**src/rtl/srci_dbnc_n.sv**
```systemverilog
// rtl/srci_dbnc_n.sv - N-channel protection input debounce, event latch and first-fault capture
module srci_dbnc_n #(
    parameter int NCH  = 7,
    parameter int CNTW = 8,
    parameter int SYNC = 2,
    parameter int IDXW = 3
) (
    input  logic            i_clk,
    input  logic            i_rst,
    input  logic [NCH-1:0]  i_srci,
    input  logic [NCH-1:0]  i_en,
    input  logic [NCH-1:0]  i_pol,
    input  logic [NCH-1:0]  i_latch,
    input  logic            i_tick,
    input  logic [CNTW-1:0] i_thr_a,
    input  logic [CNTW-1:0] i_thr_d,
    input  logic [NCH-1:0]  i_clr,
    output logic [NCH-1:0]  o_sta,
    output logic [NCH-1:0]  o_evt,
    output logic            o_irq,
    output logic [IDXW-1:0] o_first,
    output logic            o_first_vld
);

    logic [NCH-1:0]  r_sync [SYNC];
    logic [NCH-1:0]  r_s;
    logic [NCH-1:0]  r_sta;
    logic [NCH-1:0]  r_sta_q;
    logic [NCH-1:0]  r_evt;
    logic [CNTW-1:0] r_cnt [NCH];
    logic [IDXW-1:0] r_first;
    logic            r_first_vld;

    logic [NCH-1:0]  w_evt_nxt;
    logic [NCH-1:0]  w_set;
    logic [IDXW-1:0] w_first_idx;

    // Polarity is applied in a registered stage after the synchroniser chain.
    always_ff @(posedge i_clk) begin
        if (i_rst) begin
            for (int k = 0; k < SYNC; k++) r_sync[k] <= '0;
            r_s <= '0;
        end else begin
            r_sync[0] <= i_srci;
            for (int k = 1; k < SYNC; k++) r_sync[k] <= r_sync[k-1];
            r_s <= r_sync[SYNC-1] ^ i_pol;
        end
    end

    // Counter saturates at the threshold compare, so it never wraps.
    always_ff @(posedge i_clk) begin
        if (i_rst) begin
            r_sta <= '0;
            for (int i = 0; i < NCH; i++) r_cnt[i] <= '0;
        end else begin
            for (int i = 0; i < NCH; i++) begin
                if (!i_en[i]) begin
                    r_sta[i] <= 1'b0;
                    r_cnt[i] <= '0;
                end else if (r_s[i] == r_sta[i]) begin
                    r_cnt[i] <= '0;
                end else if (i_tick) begin
                    if (r_cnt[i] >= (r_sta[i] ? i_thr_d : i_thr_a)) begin
                        r_sta[i] <= ~r_sta[i];
                        r_cnt[i] <= '0;
                    end else begin
                        r_cnt[i] <= r_cnt[i] + 1'b1;
                    end
                end
            end
        end
    end

    always_comb begin
        w_evt_nxt   = '0;
        w_first_idx = '0;
        for (int i = 0; i < NCH; i++) begin
            if (!i_en[i])
                w_evt_nxt[i] = 1'b0;
            else if (i_latch[i])
                w_evt_nxt[i] = (r_evt[i] & ~i_clr[i]) | (r_sta[i] & ~r_sta_q[i]);
            else
                w_evt_nxt[i] = r_sta[i];
        end
        w_set = w_evt_nxt & ~r_evt;
        // Descending scan so the lowest setting index is the one left standing.
        for (int i = NCH - 1; i >= 0; i--) begin
            if (w_set[i]) w_first_idx = IDXW'(i);
        end
    end

    always_ff @(posedge i_clk) begin
        if (i_rst) begin
            r_sta_q     <= '0;
            r_evt       <= '0;
            r_first     <= '0;
            r_first_vld <= 1'b0;
        end else begin
            r_sta_q <= r_sta;
            r_evt   <= w_evt_nxt;
            if ((!r_first_vld || (r_evt == '0)) && (w_set != '0)) begin
                r_first     <= w_first_idx;
                r_first_vld <= 1'b1;
            end else if (r_evt == '0) begin
                r_first_vld <= 1'b0;
            end
        end
    end

    assign o_sta       = r_sta;
    assign o_evt       = r_evt;
    assign o_irq       = |r_evt;
    assign o_first     = r_first;
    assign o_first_vld = r_first_vld;

endmodule

```
**config.mk**
```make
export PLATFORM = sky130hd
export DESIGN_NAME = srci_dbnc_n
export DESIGN_NICKNAME = d
export VERILOG_FILES = /design/src/rtl/srci_dbnc_n.sv
export SDC_FILE = /design/constraint.sdc
export NUM_CORES = 1
export LEC_CHECK = 0
export ABC_AREA = 1
export CAP_MARGIN = 5
export CORE_MARGIN = 5
export CORE_UTILIZATION = 50
export CTS_BUF_LIST = sky130_fd_sc_hd__clkbuf_8
export DETAILED_ROUTE_END_ITERATION = 8
export PLACE_DENSITY = 0.74
export SLEW_MARGIN = 20
export SYNTH_ARGS = -nofsm -noshare
export SYNTH_HDL_FRONTEND = slang
export SYNTH_SLANG_ARGS = --single-unit
```
**constraint.sdc**
```tcl
create_clock -name i_clk -period 3.2 [get_ports i_clk]
set_clock_uncertainty 0.05 [all_clocks]
set_input_delay 0.48 -clock i_clk [delete_from_list [all_inputs] [get_ports i_clk]]
set_output_delay 0.48 -clock i_clk [all_outputs]
set_load 0.01 [all_outputs]
```
After elaboration in Yosys (flattened, before gate mapping) --
Memories as Yosys holds them, arrays and structs flattened. Cells that the tools add are included.
Word-level totals: flip-flop bits (word level) 32, bits in writable memories 70, bits of input ports 54, output and inout bits 19, logic and storage cells 341, memories 2
Memories:
- r_cnt | words 7, width 8, read ports 7, clocked after memory_dff 0, write ports 7, line 30 | logic [CNTW-1:0] r_cnt [NCH];
- r_sync | words 2, width 7, read ports 2, clocked after memory_dff 0, write ports 2, line 25 | logic [NCH-1:0] r_sync [SYNC];
Operators by class: $add $sub $neg 7, $lt $le $gt $ge 7, equality and inequality tests 7, mux-type cells 196, bitwise gates (word level) 89, reductions and logical operators 21
Operator list (count):
- two-way mux 8 bit | 35
- two-way mux 1 bit | 152
- adder 8 x 1 -> 8 bit (second input constant) | 7
- >= comparator 8 bit | 7
- OR 1 bit | 37
- NOT 1 bit | 35
- two-way mux 3 bit | 7
- AND reduction 3 bit | 7
- bitwise AND 1 bit | 14
- two-way mux 7 bit | 2
- OR reduction 2 bit | 7
- bitwise AND 7 bit | 1
- == test 1 bit | 7
- zero test 7 bit | 1
- NOT 7 bit | 1
- nonzero test 7 bit | 1
- OR reduction 7 bit | 1
- bitwise XOR 7 bit | 1
- nonzero test 2 bit | 1
- logical AND 1 bit | 1
- zero test 1 bit | 1
- logical OR 1 bit | 1

Depth between registers and ports, before layout --
Gate-level depths: netlist of run 1.
depth in word-level cells 13, depth in mapped cells 16

Worst setup path after synthesis of run 1 --
Ideal clock, no wire load.
path type register to register, from reg r_sta[3], in the netlist o_sta[3], to mem r_cnt[3][0], data pin, setup time 0.257 ns, arrival 1.850 ns, required time 2.893 ns, setup slack 1.043 ns, cell stages (with the launch flop) 12, path buffers 2, period minus slack after synthesis 2.157 ns, cell sequence dfxtp_1 -> buf_2 -> clkbuf_1 -> o21ai_0 -> ha_1 -> nand2_1 -> o21bai_1 -> nand2_1 -> nand2_1 -> nand3_1 -> nand3b_4 -> nor2_1
RTL lines:
- start: declaration | line 27 | logic [NCH-1:0] r_sta;
- start signal: indexed assignment | line 64 | r_sta[i] <= ~r_sta[i];
- end: declaration | line 30

==> impl_metrics.toml, run 1 <==
[yosys]
synth-seq-cells = 102
synth_edf_count = 56
syn_area_mm2 = 0.006589
synth_fp_nets = 942
yosysWarnings = 0
synth_cell_types = 31
syn_inst = 825
avgSynthCellArea_um2 = 7.986
async_reset_ff_share_pct = 0
yosysSeqAreaShare_pct = 39.50
synthFlopType = "edfxtp_1"

[hold_path]
min_to = "r_sync[0][9]"
min_from = "r_sync[0][2]"
hp-class = "register to register"
worstHoldPathCells = 2

[drt]
first_iter_violations = 431
wl_per_cell_um = 14.29
drcViolationCount = 0
detail_route.wirelength_mm = 15.36
drtAntennaViolNets = 0
drtPass1Iterations = 5
detail_route.vias_per_cell = 5.013
vias = 5389

[global_route]
grt_pass1_wl_mm = 24.92
use_met2_pct = 31.27
grt_pass1_vias = 5030
met1_usage_pct = 26.56
top_usage_layer = "met2"
grt_max_degree = 24
grt_util_met3_pct = 4.760
antenna_found_initial = 0
grt_overflow = 0
track_usage_pct = 20.00

[timing]
max_freq_mhz = 395.3
setup_viol = 0
slew_headroom_pct = 51.34
timing.setup.tns_ns = 0
grt_setup_unrepaired = "no"
fin_crit_sh_pct = 79.06
min_period_ns = 2.530
tightestPinTransition_ns = 0.7290
finalHoldViolations = 0
slew_violations = 0

[final_layout]
drive_gt1_share_pct = 4.561
fill_cells = 1206
register_area_mm2 = 0.002603
antenna_cells = 0
final_nets = 1011
multi_input_area_mm2 = 0.003535
synthToLayoutAreaGrowth_pct = 16.33
final_cell_area_mm2 = 0.007665

[placed_design]
portBuffers = 72
dpl.hpwl_mm = 11.74
postPlaceCellArea_mm2 = 0.007483
place.gp.congestion = 0.8500

[floorplan]
start_util_pct = 50.35
pin_count = 73
die_h_um = 124.8
core_mm2 = 0.01309
dieArea_mm2 = 0.01557
die_w_um = 124.8
num_rows = 42

[critical_path]
cp_max_fo = 23
cp.required_ns = 3.40
path_class = "register to register"
r2r_start = "o_sta[5]"
r2r_cells = 9
startpoint_type = "register"
rrSetupSlack_ns = 0.67
r2r_end = "r_cnt[5][1]"
worstPathArrival_ns = 2.73
endpoint_kind = "register"

[cts]
clk_latency_ns = 0.39
post_cts_buffers = 0
hold_buffers = 0
clkSlewWorstSetupHoldPaths_ns = 0.10
clock_path_buffers = 2
root_buffer = "clkbuf_8"
cts_buffers = 9
htree_num_levels = 3
clock-sinks = 102
cts_resized = 0
tritoncts = "built"

[run_status]
outcome = "complete, no violations"

[power]
clkPwrFrac_pct = 31.2
leakagePower_nw = 3.254
p_sw_w = 0.0006782
p_comb_share_pct = 11.9
p_per_area_mw_per_mm2 = 327.9
max-vdd-ir-drop_v = 0.0003523
swShare_pct = 26.99
p_int_w = 0.001835
p_seq_share_pct = 56.9

[job]
max-cap-violations = 0
[synthesized netlist by cell type (all sizes together) (7+ instances only)]
cell	instances	area, µm²
a21boi	7	52.55
a21oi	23	118.9
buf	9	46.29
clkbuf	10	37.54
dfxtp	46	920.9
edfxtp	56	1682
ha	63	788.3
inv	95	356.6
nand2	165	619.3
nand3	32	165.2
nand3b	14	171.4
nand4	13	96.34
nor2	157	601.8
o21ai	58	290.3
xnor2	31	271.5
xor2	22	192.7
[cell type report]
type                            count  area share, %
Inverter                           98          4.799
Tap cell                          176          2.873
Clock buffer                        9          1.616
Timing Repair Buffer               77          9.892
Multi-Input combinational cell    606          46.11
Sequential cell                   102          33.95
Clock inverter                      7         0.7509
[critical path, cell delays in order (launching register included)]
cell      delay [ns]
dfxtp_1         0.80
o21ai_0         0.30
ha_1            0.35
nand2_1         0.09
o21bai_1        0.11
nand2_1         0.06
nand2_1         0.05
nand3_1         0.09
nand3b_2        0.32
nor2_1          0.15
[through the flow]
stage          hold slack (ns)  total power (W)  instances  util, %  worst slack [ns]
2_1_floorplan           0.3383         0.001621        825        -             1.043
3_3_place_gp            0.3387         0.001752       1059    57.19            0.4966
3_5_place_dp            0.3452         0.001757       1059    57.19            0.4658
4_1_cts                 0.3596         0.002540       1075    58.58            0.6788
5_1_grt                 0.3745         0.002628       1075    58.58            0.3685
6_report                0.3595         0.002513       1075    58.58            0.6700
[state kept, by name, indices dropped and copies added (netlist names)]
register / cells
o_evt: 7
o_first: 3
o_first_vld: 1
o_sta: 7
r_cnt: 56
r_s: 7
r_sta_q: 7
r_sync: 14
[per-layer routing]
| layer | part of all wire (%) | routed length, µm | vias up |
|---|---|---|---|
| li1 | - | - | 2815 |
| met1 | 47 | 7276 | 2421 |
| met2 | 45 | 6855 | 128 |
| met3 | 5.3 | 811 | 25 |
| met5 | 0 | 0 | - |
| met4 | 2.7 | 416 | 0 |
[cell usage in the layout, fill, tap and decap left out, types with 7 or more instances in the layout]
| cell type | instances |
|---|---|
| nand2_1 | 165 |
| nor2_1 | 152 |
| inv_1 | 95 |
| clkdlybuf4s50_1 | 72 |
| ha_1 | 63 |
| o21ai_0 | 58 |
| edfxtp_1 | 56 |
| dfxtp_1 | 46 |
| nand3_1 | 31 |
| xnor2_1 | 31 |
| xor2_1 | 22 |
| a21oi_1 | 22 |
| nand4_1 | 12 |
| clkbuf_8 | 9 |
| nand3b_1 | 8 |
| a21boi_0 | 7 |
[power groups by stage]
| stage | sequential (W) | clock (W) | combinational (W) |
|---|---|---|---|
| global route | 0.00143 | 0.000856 | 0.000338 |
| global placement | 0.00146 | 0 | 0.000293 |
| detailed placement | 0.00146 | 0 | 0.000298 |
| CTS | 0.00143 | 0.000811 | 0.000300 |
| finish | 0.00143 | 0.000784 | 0.000299 |
| floorplan | 0.00145 | 0 | 0.000171 |
[cell families (layout without fill, tap and decap cells)]
group / Yosys count / in the layout / share of synthesized area, %
adders and majority gates: 63 / 63 / 11.96
DFF: 102 / 102 / 39.50
xor gates and xnor gates: 53 / 53 / 7.045
buffers and inverters: 117 / 191 / 6.855
and+or+nand+nor: 390 / 390 / 26.26
AOI/OAI and AO/OA: 100 / 100 / 8.374
[how the worst max path moves through the flow]
stage,startpoint,slack (ns),endpoint,depth (start not counted)
detailed placement,i_thr_d[1],0.47,r_cnt[5][2],13
global placement,i_thr_d[3],0.50,r_cnt[5][7],12
floorplan,o_sta[3],1.04,r_cnt[3][0],11
finish,o_sta[5],0.67,r_cnt[5][1],9
CTS,o_sta[5],0.68,r_cnt[5][1],9
global route,o_sta[5],0.37,r_cnt[5][4],9
(Power assumes the default switching activity.)
==> inputs of run 2 (changes only) <==
clock period = 2.55 ns   (was 3.2 ns; I/O delays follow)
==> run 2 against run 1 <==
First-iteration DRC count is 26% lower; utilization is 1.6 points higher; via count is 1.4% higher; combinational power is 32% higher; highest routed layer unchanged; largest cell class unchanged; register-to-register slack worse by 0.33 ns; largest power group unchanged; cell count is 1.4% higher; critical path type is now register to output port; sequential share of layout area is 0.87 points lower; sequential power is 25% higher; total power is 31% higher; die area stayed put; count of clock-buffer cells in the layout stayed put.
==> impl_metrics.toml, run 2 (synthesis results as in run 1) <==
[global_route]
grt_overflow = 0
grt_max_degree = 39
antenna_found_initial = 0
grt_pass1_vias = 5198
grt_pass1_wl_mm = 25.23
track_usage_pct = 20.34

[power]
swShare_pct = 26.19
p_per_area_mw_per_mm2 = 418.8
p_seq_share_pct = 54.4
leakagePower_nw = 3.376
max-vdd-ir-drop_v = 0.0003720
p_comb_share_pct = 12.0
clkPwrFrac_pct = 33.6
p_sw_w = 0.0008632
p_int_w = 0.002432

[drt]
drtAntennaViolNets = 0
drtPass1Iterations = 4
drcViolationCount = 0
maxUsedRoutingLayer = "met4"
dr_wl_met2_mm = 7.191
detail_route.vias_per_cell = 5.012
first_iter_violations = 319
m1WireLength_mm = 6.791
wl_per_cell_um = 14.19
detail_route.wirelength_mm = 15.47
vias = 5463
wl_met3_um = 958

[critical_path]
cpPeakStageDelay_ns = 0.63
cp_cell_sequence = "buf_4 -> clkdlybuf4s50_1"
r2r_start = "o_sta[4]"
r2r_cells = 7
slowest_stage = "dfxtp_1"
cp_max_fo = 16
cp.required_ns = 2.12
path_class = "register to output port"
startpoint_type = "register"
worstPathArrival_ns = 1.82
r2r_end = "r_cnt[4][3]"
critPathBufInv = 2
endpoint_kind = "output port"
crit_family = "buffers and inverters"
rrSetupSlack_ns = 0.34

[hold_path]
min_to = "r_sync[0][7]"
worstHoldPathCells = 2
hp-class = "register to register"
min_from = "r_sync[0][0]"

[floorplan]
die_h_um = 124.8
start_util_pct = 50.35
num_rows = 42
die_w_um = 124.8
core_mm2 = 0.01309
pin_count = 73
dieArea_mm2 = 0.01557

[job]
max-cap-violations = 0

[placed_design]
placed_cells = 1074
place.gp.congestion = 0.8515
dpl.hpwl_mm = 11.98
portBuffers = 72

[final_layout]
synthToLayoutAreaGrowth_pct = 19.45
fill_cells = 1159
top_regs = "r_cnt: 56 flops, r_sync: 14 flops"
top_register = "r_cnt"
stdcell_count = 1090
antenna_cells = 0
final_nets = 1026
mostFrequentLayoutCell = "nand2_1"
largest_reg_flops = 56
drive_gt1_share_pct = 6.236
layout_common_cells = "nand2_1, nor2_1, inv_1"

[cts]
clock-sinks = 102
tritoncts = "built"
cts_buffers = 9
htree_num_levels = 3
post_cts_buffers = 0
clock_path_buffers = 2
hold_buffers = 0
clk_latency_ns = 0.40
root_buffer = "clkbuf_8"
clkSlewWorstSetupHoldPaths_ns = 0.10

[timing]
slew_violations = 0
grt_setup_unrepaired = "no"
fin_crit_sh_pct = 88.52
max_freq_mhz = 443.0
tightestPinTransition_ns = 0.6203
holdWs_ns = 0.3576
finalHoldViolations = 0
slew_headroom_pct = 58.59
setup_viol = 0
min_period_ns = 2.257

[run_status]
outcome = "complete, no violations"
-- run 2: cell types whose count changed in the layout (fill, tap and decap cells not counted), moves of 2 or more --
cell        delta
buf_12         +5
clkinvlp_2     -2
clkinv_4       -2
buf_4         +10
inv_6          +2
-- run 2: power by group through the flow --
stage | clock, W | sequential, W | combinational (W)
after floorplan | 0 | 0.00182 | 0.000214
after global placement | 0 | 0.00183 | 0.000389
after detailed placement | 0 | 0.00183 | 0.000394
after CTS | 0.00113 | 0.00179 | 0.000397
after global routing | 0.00119 | 0.00180 | 0.000447
final | 0.00111 | 0.00179 | 0.000396
-- run 2: worst max path at each step --
stage | start | end | cells after the start
after floorplan | o_sta[3] | r_cnt[3][0] | 11
after global placement | i_thr_a[1] | r_cnt[5][2] | 11
after detailed placement | i_thr_d[1] | r_cnt[5][5] | 13
after CTS | o_sta[5] | o_sta[5] | 2
after global routing | o_sta[4] | r_cnt[4][1] | 7
final | o_sta[1] | o_sta[1] | 2
-- run 2: area by class of cell --
class                           count  area [µm²]  area share [%]
Multi-Input combinational cell    606        3535           44.91
Sequential cell                   102        2604           33.08
Timing Repair Buffer               92       933.4           11.86
Inverter                           98       367.9           4.674
Tap cell                          176       220.2           2.798
Clock buffer                        9       123.9           1.574
Clock inverter                      7       86.33           1.097
-- run 2: what timing repair did --
item                                    CTS  global route
endpoints found under the hold margin     0             0
endpoints found under the setup margin    0             5
resized for setup                         0             1
-- run 2: worst min-delay path, cell delays in order, from the launching register on --
cell	delay (ns)
dfxtp_1	0.31
inv_1	0.04
nor2_1	0.03
-- run 2: routing by layer --
metal,vias to the layer above,track usage (%)
met5,-,0
met4,0,8.897
met3,34,4.588
met2,147,33.97
met1,2437,25.16
li1,2845,-
-- run 2: stage by stage --
step | area [µm²] | total power (W) | utilization [%] | setup TNS [ns] | setup slack (ns)
2_1_floorplan | 6589 | 0.002034 | - | 0 | 0.3928
3_3_place_gp | 7659 | 0.002219 | 58.53 | -0.01707 | -0.009915
3_5_place_dp | 7659 | 0.002226 | 58.53 | -0.1823 | -0.03025
4_1_cts | 7869 | 0.003326 | 60.14 | 0 | 0.2358
5_1_grt | 7870 | 0.003437 | 60.15 | 0 | 0.1070
6_report | 7870 | 0.003296 | 60.15 | 0 | 0.2926
